**config.mk**
```make
export PLATFORM = sky130hd
export DESIGN_NAME = multi_cycle_ctrl_flat
export DESIGN_NICKNAME = d
export VERILOG_FILES = /design/src/rtl/multi_cycle_ctrl_if.sv /design/src/rtl/multi_cycle_ctrl.sv /design/src/flat_wrapper.sv
export SDC_FILE = /design/constraint.sdc
export NUM_CORES = 1
export LEC_CHECK = 0
export CORE_MARGIN = 2
export CORE_UTILIZATION = 49
export DETAILED_ROUTE_END_ITERATION = 8
export PLACE_DENSITY = 0.85
export SYNTH_ARGS = -nofsm -noshare
export SYNTH_HDL_FRONTEND = slang
export SYNTH_SLANG_ARGS = --single-unit
```
**constraint.sdc**
```tcl
create_clock -name clk -period 5.8 [get_ports clk]
set_clock_uncertainty 0.15 [all_clocks]
set_input_delay 1.45 -clock clk [delete_from_list [all_inputs] [get_ports clk]]
set_output_delay 1.45 -clock clk [all_outputs]
set_load 0.01 [all_outputs]
```
**src/rtl/multi_cycle_ctrl_if.sv**
```systemverilog
// Control bundle between the multi-cycle MIPS controller and its datapath.
// The controller takes the master side; the datapath (or a bench) takes the slave side.
interface multi_cycle_ctrl_if;
  logic [31:0] instr;
  logic        mem_ready;
  logic        cmp_true;
  logic [3:0]  state;
  logic        pc_write;
  logic [1:0]  pc_src;
  logic        i_or_d;
  logic        mem_read;
  logic        mem_write;
  logic        ir_write;
  logic        reg_write;
  logic [1:0]  reg_dst;
  logic [1:0]  mem_to_reg;
  logic [1:0]  alu_src_a;
  logic [1:0]  alu_src_b;
  logic        ext_op;
  logic        lu_op;
  logic [5:0]  alu_fun;
  logic        sign;
  logic        illegal_op;

  modport master (
    input  instr, mem_ready, cmp_true,
    output state, pc_write, pc_src, i_or_d, mem_read, mem_write, ir_write,
           reg_write, reg_dst, mem_to_reg, alu_src_a, alu_src_b, ext_op,
           lu_op, alu_fun, sign, illegal_op
  );

  modport slave (
    output instr, mem_ready, cmp_true,
    input  state, pc_write, pc_src, i_or_d, mem_read, mem_write, ir_write,
           reg_write, reg_dst, mem_to_reg, alu_src_a, alu_src_b, ext_op,
           lu_op, alu_fun, sign, illegal_op
  );
endinterface

```
**src/rtl/multi_cycle_ctrl.sv**
```systemverilog
// Moore control FSM for the multi-cycle MIPS datapath: decodes the latched
// instruction and sequences fetch/decode/execute/memory/writeback steps.
module multi_cycle_ctrl (
  input  logic                clk,
  input  logic                reset,
  multi_cycle_ctrl_if.master  bus
);

  typedef enum logic [3:0] {
    INIT   = 4'd0,
    FETCH  = 4'd1,
    DECODE = 4'd2,
    MEMADR = 4'd3,
    MEMRD  = 4'd4,
    MEMWB  = 4'd5,
    MEMWR  = 4'd6,
    EXR    = 4'd7,
    RWB    = 4'd8,
    EXI    = 4'd9,
    IWB    = 4'd10,
    BRANCH = 4'd11,
    JUMP   = 4'd12,
    JREG   = 4'd13
  } state_t;

  localparam logic [5:0] ALU_ADD = 6'b000000;
  localparam logic [5:0] ALU_SUB = 6'b000001;
  localparam logic [5:0] ALU_AND = 6'b011000;
  localparam logic [5:0] ALU_OR  = 6'b011110;
  localparam logic [5:0] ALU_XOR = 6'b010110;
  localparam logic [5:0] ALU_NOR = 6'b010001;
  localparam logic [5:0] ALU_SLL = 6'b100000;
  localparam logic [5:0] ALU_SRL = 6'b100001;
  localparam logic [5:0] ALU_SRA = 6'b100011;
  localparam logic [5:0] ALU_EQ  = 6'b110011;
  localparam logic [5:0] ALU_NEQ = 6'b110001;
  localparam logic [5:0] ALU_LT  = 6'b110101;
  localparam logic [5:0] ALU_LEZ = 6'b111101;
  localparam logic [5:0] ALU_LTZ = 6'b111011;
  localparam logic [5:0] ALU_GTZ = 6'b111111;

  typedef struct packed {
    logic       pc_write;
    logic [1:0] pc_src;
    logic       i_or_d;
    logic       mem_read;
    logic       mem_write;
    logic       reg_write;
    logic [1:0] reg_dst;
    logic [1:0] mem_to_reg;
    logic [1:0] alu_src_a;
    logic [1:0] alu_src_b;
    logic       ext_op;
    logic       lu_op;
    logic [5:0] alu_fun;
    logic       sign;
  } ctrl_t;

  state_t state, nxt;
  ctrl_t  ctrl_q, ctrl_d;

  logic [5:0] opcode, funct;
  logic [4:0] rt;
  assign opcode = bus.instr[31:26];
  assign funct  = bus.instr[5:0];
  assign rt     = bus.instr[20:16];

  logic       r_ok, r_shift, r_sign;
  logic [5:0] r_fun;
  logic       i_ok, i_ext, i_sign, i_lu;
  logic [5:0] i_fun;
  logic       b_ok;
  logic [5:0] b_fun;
  logic       is_mem, is_lw, is_jreg, is_jalr, is_jump, is_jal, legal;

  always_comb begin
    r_ok = '0; r_shift = '0; r_sign = '0; r_fun = ALU_ADD;
    if (opcode == 6'b000000) begin
      case (funct)
        6'b100000: begin r_ok = '1; r_sign = '1; end
        6'b100001: r_ok = '1;
        6'b100010: begin r_ok = '1; r_sign = '1; r_fun = ALU_SUB; end
        6'b100011: begin r_ok = '1; r_fun = ALU_SUB; end
        6'b100100: begin r_ok = '1; r_fun = ALU_AND; end
        6'b100101: begin r_ok = '1; r_fun = ALU_OR; end
        6'b100110: begin r_ok = '1; r_fun = ALU_XOR; end
        6'b100111: begin r_ok = '1; r_fun = ALU_NOR; end
        6'b101010: begin r_ok = '1; r_sign = '1; r_fun = ALU_LT; end
        6'b101011: begin r_ok = '1; r_fun = ALU_LT; end
        6'b000000: begin r_ok = '1; r_shift = '1; r_fun = ALU_SLL; end
        6'b000010: begin r_ok = '1; r_shift = '1; r_fun = ALU_SRL; end
        6'b000011: begin r_ok = '1; r_shift = '1; r_fun = ALU_SRA; end
        default: ;
      endcase
    end
  end

  always_comb begin
    i_ok = '0; i_ext = '1; i_sign = '0; i_lu = '0; i_fun = ALU_ADD;
    b_ok = '0; b_fun = ALU_EQ;
    case (opcode)
      6'b001000: begin i_ok = '1; i_sign = '1; end
      6'b001001: i_ok = '1;
      6'b001010: begin i_ok = '1; i_sign = '1; i_fun = ALU_LT; end
      6'b001011: begin i_ok = '1; i_fun = ALU_LT; end
      6'b001100: begin i_ok = '1; i_ext = '0; i_fun = ALU_AND; end
      6'b001101: begin i_ok = '1; i_ext = '0; i_fun = ALU_OR; end
      6'b001111: begin i_ok = '1; i_lu = '1; end
      6'b000100: b_ok = '1;
      6'b000101: begin b_ok = '1; b_fun = ALU_NEQ; end
      6'b000110: begin b_ok = '1; b_fun = ALU_LEZ; end
      6'b000111: begin b_ok = '1; b_fun = ALU_GTZ; end
      6'b000001: begin b_ok = (rt == 5'd0); b_fun = ALU_LTZ; end
      default: ;
    endcase
  end

  assign is_lw   = (opcode == 6'b100011);
  assign is_mem  = is_lw || (opcode == 6'b101011);
  assign is_jalr = (opcode == 6'b000000) && (funct == 6'b001001);
  assign is_jreg = is_jalr || ((opcode == 6'b000000) && (funct == 6'b001000));
  assign is_jal  = (opcode == 6'b000011);
  assign is_jump = is_jal || (opcode == 6'b000010);
  assign legal   = is_mem || r_ok || is_jreg || i_ok || b_ok || is_jump;

  always_comb begin
    nxt = INIT;
    case (state)
      INIT:   nxt = FETCH;
      FETCH:  nxt = bus.mem_ready ? DECODE : FETCH;
      DECODE: begin
        if      (is_mem)  nxt = MEMADR;
        else if (r_ok)    nxt = EXR;
        else if (is_jreg) nxt = JREG;
        else if (i_ok)    nxt = EXI;
        else if (b_ok)    nxt = BRANCH;
        else if (is_jump) nxt = JUMP;
        else              nxt = FETCH;
      end
      MEMADR: nxt = is_lw ? MEMRD : MEMWR;
      MEMRD:  nxt = bus.mem_ready ? MEMWB : MEMRD;
      MEMWR:  nxt = bus.mem_ready ? FETCH : MEMWR;
      EXR:    nxt = RWB;
      EXI:    nxt = IWB;
      MEMWB, RWB, IWB, BRANCH, JUMP, JREG: nxt = FETCH;
      default: nxt = INIT;
    endcase
  end

  // Outputs are registered from the state being entered, using the instruction
  // visible while leaving the previous state (IR is stable from DECODE on).
  always_comb begin
    ctrl_d = '0;
    case (nxt)
      FETCH:  begin ctrl_d.mem_read = '1; ctrl_d.alu_src_b = 2'd1; end
      DECODE: begin ctrl_d.alu_src_b = 2'd3; ctrl_d.ext_op = '1; end
      MEMADR: begin
        ctrl_d.alu_src_a = 2'd1; ctrl_d.alu_src_b = 2'd2; ctrl_d.ext_op = '1;
      end
      MEMRD:  begin ctrl_d.i_or_d = '1; ctrl_d.mem_read = '1; end
      MEMWB:  begin ctrl_d.reg_write = '1; ctrl_d.mem_to_reg = 2'd1; end
      MEMWR:  begin ctrl_d.i_or_d = '1; ctrl_d.mem_write = '1; end
      EXR: begin
        ctrl_d.alu_src_a = r_shift ? 2'd2 : 2'd1;
        ctrl_d.alu_fun   = r_fun;
        ctrl_d.sign      = r_sign;
      end
      RWB:    begin ctrl_d.reg_write = '1; ctrl_d.reg_dst = 2'd1; end
      EXI: begin
        ctrl_d.alu_src_a = 2'd1; ctrl_d.alu_src_b = 2'd2;
        ctrl_d.ext_op = i_ext; ctrl_d.lu_op = i_lu;
        ctrl_d.alu_fun = i_fun; ctrl_d.sign = i_sign;
      end
      IWB:    ctrl_d.reg_write = '1;
      BRANCH: begin
        ctrl_d.alu_src_a = 2'd1; ctrl_d.sign = '1;
        ctrl_d.pc_src = 2'd1; ctrl_d.alu_fun = b_fun;
      end
      JUMP: begin
        ctrl_d.pc_write = '1; ctrl_d.pc_src = 2'd2;
        if (is_jal) begin
          ctrl_d.reg_write = '1; ctrl_d.reg_dst = 2'd2; ctrl_d.mem_to_reg = 2'd2;
        end
      end
      JREG: begin
        ctrl_d.pc_write = '1; ctrl_d.pc_src = 2'd3;
        if (is_jalr) begin
          ctrl_d.reg_write = '1; ctrl_d.reg_dst = 2'd1; ctrl_d.mem_to_reg = 2'd2;
        end
      end
      default: ;
    endcase
  end

  always_ff @(posedge clk or posedge reset) begin
    if (reset) begin
      state  <= INIT;
      ctrl_q <= '0;
    end else begin
      state  <= nxt;
      ctrl_q <= ctrl_d;
    end
  end

  // Handshake-qualified strobes must react in the same cycle, so they are
  // gated from the live state rather than registered.
  logic fetch_done;
  assign fetch_done = (state == FETCH) && bus.mem_ready;

  assign bus.state      = state;
  assign bus.pc_write   = ctrl_q.pc_write || fetch_done || ((state == BRANCH) && bus.cmp_true);
  assign bus.ir_write   = fetch_done;
  assign bus.illegal_op = (state == DECODE) && !legal;
  assign bus.pc_src     = ctrl_q.pc_src;
  assign bus.i_or_d     = ctrl_q.i_or_d;
  assign bus.mem_read   = ctrl_q.mem_read;
  assign bus.mem_write  = ctrl_q.mem_write;
  assign bus.reg_write  = ctrl_q.reg_write;
  assign bus.reg_dst    = ctrl_q.reg_dst;
  assign bus.mem_to_reg = ctrl_q.mem_to_reg;
  assign bus.alu_src_a  = ctrl_q.alu_src_a;
  assign bus.alu_src_b  = ctrl_q.alu_src_b;
  assign bus.ext_op     = ctrl_q.ext_op;
  assign bus.lu_op      = ctrl_q.lu_op;
  assign bus.alu_fun    = ctrl_q.alu_fun;
  assign bus.sign       = ctrl_q.sign;

endmodule

```
**src/flat_wrapper.sv**
```systemverilog
// flat-port wrapper written by rule: the top's interface ports become plain ports
module multi_cycle_ctrl_flat 
  (clk, reset, bus_instr, bus_mem_ready, bus_cmp_true, bus_state, bus_pc_write, bus_pc_src, bus_i_or_d, bus_mem_read, bus_mem_write, bus_ir_write, bus_reg_write, bus_reg_dst, bus_mem_to_reg, bus_alu_src_a, bus_alu_src_b, bus_ext_op, bus_lu_op, bus_alu_fun, bus_sign, bus_illegal_op);
  multi_cycle_ctrl_if bus_i ();
  input  logic clk;
  input  logic reset;
  input wire logic [$bits(bus_i.instr)-1:0] bus_instr;
  input wire logic [$bits(bus_i.mem_ready)-1:0] bus_mem_ready;
  input wire logic [$bits(bus_i.cmp_true)-1:0] bus_cmp_true;
  output wire logic [$bits(bus_i.state)-1:0] bus_state;
  output wire logic [$bits(bus_i.pc_write)-1:0] bus_pc_write;
  output wire logic [$bits(bus_i.pc_src)-1:0] bus_pc_src;
  output wire logic [$bits(bus_i.i_or_d)-1:0] bus_i_or_d;
  output wire logic [$bits(bus_i.mem_read)-1:0] bus_mem_read;
  output wire logic [$bits(bus_i.mem_write)-1:0] bus_mem_write;
  output wire logic [$bits(bus_i.ir_write)-1:0] bus_ir_write;
  output wire logic [$bits(bus_i.reg_write)-1:0] bus_reg_write;
  output wire logic [$bits(bus_i.reg_dst)-1:0] bus_reg_dst;
  output wire logic [$bits(bus_i.mem_to_reg)-1:0] bus_mem_to_reg;
  output wire logic [$bits(bus_i.alu_src_a)-1:0] bus_alu_src_a;
  output wire logic [$bits(bus_i.alu_src_b)-1:0] bus_alu_src_b;
  output wire logic [$bits(bus_i.ext_op)-1:0] bus_ext_op;
  output wire logic [$bits(bus_i.lu_op)-1:0] bus_lu_op;
  output wire logic [$bits(bus_i.alu_fun)-1:0] bus_alu_fun;
  output wire logic [$bits(bus_i.sign)-1:0] bus_sign;
  output wire logic [$bits(bus_i.illegal_op)-1:0] bus_illegal_op;
  assign bus_i.instr = bus_instr;
  assign bus_i.mem_ready = bus_mem_ready;
  assign bus_i.cmp_true = bus_cmp_true;
  assign bus_state = bus_i.state;
  assign bus_pc_write = bus_i.pc_write;
  assign bus_pc_src = bus_i.pc_src;
  assign bus_i_or_d = bus_i.i_or_d;
  assign bus_mem_read = bus_i.mem_read;
  assign bus_mem_write = bus_i.mem_write;
  assign bus_ir_write = bus_i.ir_write;
  assign bus_reg_write = bus_i.reg_write;
  assign bus_reg_dst = bus_i.reg_dst;
  assign bus_mem_to_reg = bus_i.mem_to_reg;
  assign bus_alu_src_a = bus_i.alu_src_a;
  assign bus_alu_src_b = bus_i.alu_src_b;
  assign bus_ext_op = bus_i.ext_op;
  assign bus_lu_op = bus_i.lu_op;
  assign bus_alu_fun = bus_i.alu_fun;
  assign bus_sign = bus_i.sign;
  assign bus_illegal_op = bus_i.illegal_op;
  multi_cycle_ctrl u_core (.clk(clk), .reset(reset), .bus(bus_i));
endmodule
```
-- After elaboration in Yosys (flattened, before gate mapping)
Index checks and enable logic that the tools add are counted.
- flip-flop bits (word level): 28
- bits in latches: 0
- RAM bits: 0
- memory bits (read-only): 0
- output and inout bits: 30
- memories kept: 0
- $add $sub $neg: 0
- multipliers: 0
- divide/modulo/power cells: 0
- order comparisons: 0
- equal/unequal tests: 56
- shift operators: 0
- multiplexer cells: 42
- bitwise gates (word level): 0
- reductions and logical operators: 38
- operators with widths (operator ; count):
    $eq A6 B6 Y1 const B ; 12
    $eq A6 B4 Y1 const B ; 9
    $pmux W6 S9 ; 1
    $eq A4 B4 Y1 const B ; 12
    $eq A4 B3 Y1 const B ; 8
    $pmux W4 S8 ; 1
    $eq A6 B2 Y1 const B ; 4
    $eq A6 B3 Y1 const B ; 4
    $mux W4 ; 6
    $pmux W2 S3 ; 4
    $pmux W7 S3 ; 1
    $reduce_or A2 Y1 ; 10
    $pmux W6 S3 ; 1
    $eq A4 B2 Y1 const B ; 4
    $mux W1 ; 16
    $pmux W4 S4 ; 1
    $reduce_or A7 Y1 ; 2
    $reduce_or A13 Y1 ; 1
    $logic_not A6 Y1 ; 2
    $reduce_or A3 Y1 ; 4
    $logic_or A1 B1 Y1 ; 10
    $mux W5 ; 2
    $eq A4 B1 Y1 const B ; 2
    $eq A6 B1 Y1 const B ; 1
    11 further kinds ; 18

-- Depth between registers and ports, before layout
- depth in word-level cells: 12
- depth in mapped cells: 9

-- Least setup slack after synthesis
No wires, ideal clock.
- kind: input-to-output
- from: input bus_instr[3]
- to: output bus_illegal_op
- arrival: 2.523 ns
- data required time: 4.200 ns
- setup slack: 1.677 ns
- stages on the path: 6
- path buffers: 1
- cell sequence: buf_2 inv_1 o21ai_0 a21o_1 nand2_1 nor3_1
- longest elaborated chain between the ends: 11
- elaborated cells between the ends (all ways): 28
- those cells by class: eq/ne: 14; mux: 2; reduce/logical: 12
- RTL lines (item ; RTL line ; text):
    start, declared ; flat_wrapper.sv:7 ; input wire logic [$bits(bus_i.instr)-1:0] bus_instr;
    $eq A6 B6 Y1, or another cell as far along ; multi_cycle_ctrl.sv:79 ; case (funct)
    $reduce_or A13 Y1 (no line) ; n/a ;
    $mux W1 ; multi_cycle_ctrl.sv:79 ;
    $mux W1 ; multi_cycle_ctrl.sv:78 ; if (opcode == 6'b000000) begin
    $logic_or A1 B1 Y1 ; multi_cycle_ctrl.sv:124 ; assign legal = is_mem || r_ok || is_jreg || i_ok || b_ok || is_jump;
    $logic_or A1 B1 Y1 (*) (4 in series) ; multi_cycle_ctrl.sv:124 ;
    $logic_not A1 Y1 (*) ; multi_cycle_ctrl.sv:213 ; assign bus.illegal_op = (state == DECODE) && !legal;
    $logic_and A1 B1 Y1 (*) ; multi_cycle_ctrl.sv:213 ;
    end, declared ; flat_wrapper.sv:26 ; output wire logic [$bits(bus_i.illegal_op)-1:0] bus_illegal_op;
Every way passes the cells marked *; elsewhere a longest branch is shown, timed or not.

-- Worst setup path in the final report
Ends and elaborated chain as after synthesis.

==> flow_summary.json <==
{
  "grt_use_met3_pct": 1.01,
  "clock_path_buffers": 2,
  "remaining_drc_errors": 0,
  "synth_nets": 245,
  "clk_transition_reported_paths_ns": 0.09,
  "rsz0062_at_grt": "no",
  "ys_top_cells_by_count": "dfrtp_1, nor2_1, buf_4",
  "num_rows": 22,
  "clock_latency_ns": 0.27,
  "antenna_found_initial": 0,
  "drt_iter0_drc": 92,
  "cp-end-kind": "output port",
  "path_class": "input port to output port",
  "power_leakage_nw": 0.970,
  "max_freq_ghz": 0.185,
  "fin_ws_ns": 0.392,
  "async_flop_share_pct": 100,
  "finalHoldViolCount": 0,
  "hp-class": "flop to flop",
  "crit_slowest_cell": "clkdlybuf4s50_1",
  "grt_usage_pct": 21.2,
  "cts_root_buf": "clkbuf_8",
  "dp_hpwl_um": 3440,
  "largest_reg_flops": 6,
  "synth_ff_type": "dfrtp_1",
  "crit_buf_inv": 3,
  "slew_viol_final": 0,
  "port_buffers": 50,
  "cts.sinks": 28,
  "post_drt_wl_per_cell_um": 15.3,
  "yosysWarnings": 0,
  "antenna_left": 0,
  "cp_cell_sequence": "clkdlybuf4s50_1, inv_1, o21ai_0, a21o_1, nand2_1, nor3_1, clkdlybuf4s50_1",
  "cts_tree": "built",
  "postCtsSetupBuffers": 0,
  "core_um2": 3720,
  "yosys.area.top_type": "dfrtp_1",
  "ys_seq_area_share_pct": 36.5,
  "die_w_um": 66.6,
  "status": "finished, final reports clean",
  "yosys_register_bits": 28,
  "synth_most_common_cell": "dfrtp_1",
  "numCtsBuffers": 3,
  "place_ws_ns": 0.452,
  "synth_edf_count": 0,
  "synth_top_cell_area_share_pct": 36.5,
  "p_per_area_nw_per_um2": 364,
  "busiest_layer": "met2",
  "max_cap_violations": 0,
  "max-slew-margin-rel_pct": 32.6,
  "synth.distinct_cells": 57,
  "cp.required_ns": 4.20,
  "cp_max_fo": 10,
  "overflow": 0,
  "drt-pass1-iter-count": 4,
  "cp_top_family": "buffers and inverters",
  "fillerInstances": 326,
  "cts_resized": 0,
  "critPathMaxStageDelay_ns": 0.64,
  "die-area_um2": 4430,
  "use_met1_pct": 27.4,
  "vias": 1634,
  "grt_max_degree": 29,
  "initial_core_util_pct": 51.6,
  "syn_area_um2": 1920,
  "setup_viol_count_final": 0,
  "grt_pass1_vias": 1471,
  "nNetsFinal": 278,
  "ir_worst_vdd_mv": 0.149,
  "fin_crit_ns": 5.41,
  "grt_use_met2_pct": 37.6,
  "cp-start-kind": "input port",
  "cts_max_level": 1,
  "finalCoreUtilization_pct": 64.8,
  "worst_pin_slew_ns": 1.01,
  "cpMostUsedCell": "clkdlybuf4s50_1",
  "fin_crit_sh_pct": 93.2,
  "drive_gt1_share_pct": 11.6,
  "grt_pass1_wl_um": 7090,
  "insertedDiodeCount": 0,
  "arrival_ns": 3.81,
  "gp_congestion": 0.912,
  "wl_um": 4420,
  "synth_cells": 209,
  "avgViaCountPerCell": 5.65,
  "die_h_um": 66.6,
  "netlist_top_cells_area": "dfrtp_1, buf_4, nor3_1, nor2_1, nand2b_1",
  "holdBufCountCts": 0,
  "syn_avg_cell_area_um2": 9.18,
  "area_growth_pct": 25.6,
  "timing.setup.tns_ns": 0,
  "io_pins": 66
}
==> power by group <==
group          switching, mW  leakage, nW  internal [mW]
clock                 0.0582       0.0357         0.0923
combinational          0.228        0.557          0.212
sequential            0.0480        0.378          0.238
total                  0.335        0.970          0.542
==> routing by layer <==
metal  share of wire [%]  up-vias
met2                  52       62
met5                   0        -
met4                 1.1        0
met3                 4.0        4
li1                    -      798
met1                  43      770
==> final timing paths <==
| path | start | end | slack (ns) | cells past startpoint |
|---|---|---|---|---|
| worst min-delay path | u_core.bus.state[0] | u_core.bus.mem_to_reg[0] | 0.62 | 1 |
| worst max register to register | u_core.bus.state[3] | u_core.bus.alu_fun[3] | 3.28 | 6 |
| max in group asynchronous | reset | u_core.bus.state[0] | 3.33 | 2 |
| min in group asynchronous | reset | u_core.ctrl_q[23] | 1.56 | 2 |
| worst max-delay path | bus_instr[3] | bus_illegal_op | 0.39 | 7 |
| worst min register to register | u_core.bus.state[0] | u_core.bus.mem_to_reg[0] | 0.62 | 1 |
==> stage by stage <==
| step | hold slack, ns | area, um^2 | std cells | power [mW] |
|---|---|---|---|---|
| detailed placement | 0.593 | 2340 | 285 | 0.729 |
| floorplan | 0.524 | 1920 | 209 | 0.576 |
| global placement | 0.593 | 2340 | 285 | 0.720 |
| global route | 0.664 | 2410 | 289 | 0.930 |
| CTS | 0.611 | 2410 | 289 | 0.880 |
| finish | 0.618 | 2410 | 289 | 0.877 |
==> worst reg2reg max path: stages (launching register included) <==
cell	delay [ns]
dfrtp_1	0.64
nor4b_4	0.14
nand3_2	0.16
inv_1	0.07
nor3_2	0.71
nand3_4	0.21
o41ai_1	0.32
==> logic make-up (layout without fill, tap and decap cells) <==
logic type	after synthesis	count (layout)	synth area share [%]
AO/OA/AOI/OAI	49	49	20.2
buffers and inverters	39	71	12.1
AND/OR/NAND/NOR	88	88	28.8
XOR/XNOR	3	3	1.37
multiplexers	2	2	1.04
flip-flops	28	28	36.5
==> placed cells by master (no fill, tap or decap), types with 2 or more instances in the layout <==
| master | instances |
|---|---|
| mux2i_1 | 2 |
| nand4_1 | 2 |
| nor3b_1 | 3 |
| o31ai_1 | 5 |
| or3_1 | 4 |
| nor3_1 | 13 |
| nor4_1 | 2 |
| nor4b_1 | 2 |
| a31oi_1 | 5 |
| nand3_1 | 5 |
| a21oi_1 | 5 |
| nor2_1 | 17 |
| buf_4 | 7 |
| nor4b_4 | 2 |
| nor2b_1 | 5 |
| clkbuf_8 | 3 |
| o21ai_0 | 9 |
| nand2b_1 | 9 |
| o22ai_1 | 3 |
| dfrtp_1 | 28 |
| xnor2_1 | 2 |
| nand2_1 | 13 |
| a21boi_0 | 2 |
| inv_1 | 9 |
| clkdlybuf4s50_1 | 50 |
| a21o_1 | 2 |
| o21bai_1 | 2 |
==> final cells by class <==
class | count | area (um^2) | area share [%]
Clock buffer | 3 | 41.3 | 1.71
Clock inverter | 1 | 30.0 | 1.25
Inverter | 10 | 37.5 | 1.56
Multi-Input combinational cell | 142 | 986 | 40.9
Sequential cell | 28 | 701 | 29.1
Tap cell | 48 | 60.1 | 2.49
Timing Repair Buffer | 57 | 553 | 23.0
Power figures use the tool's default switching activity.
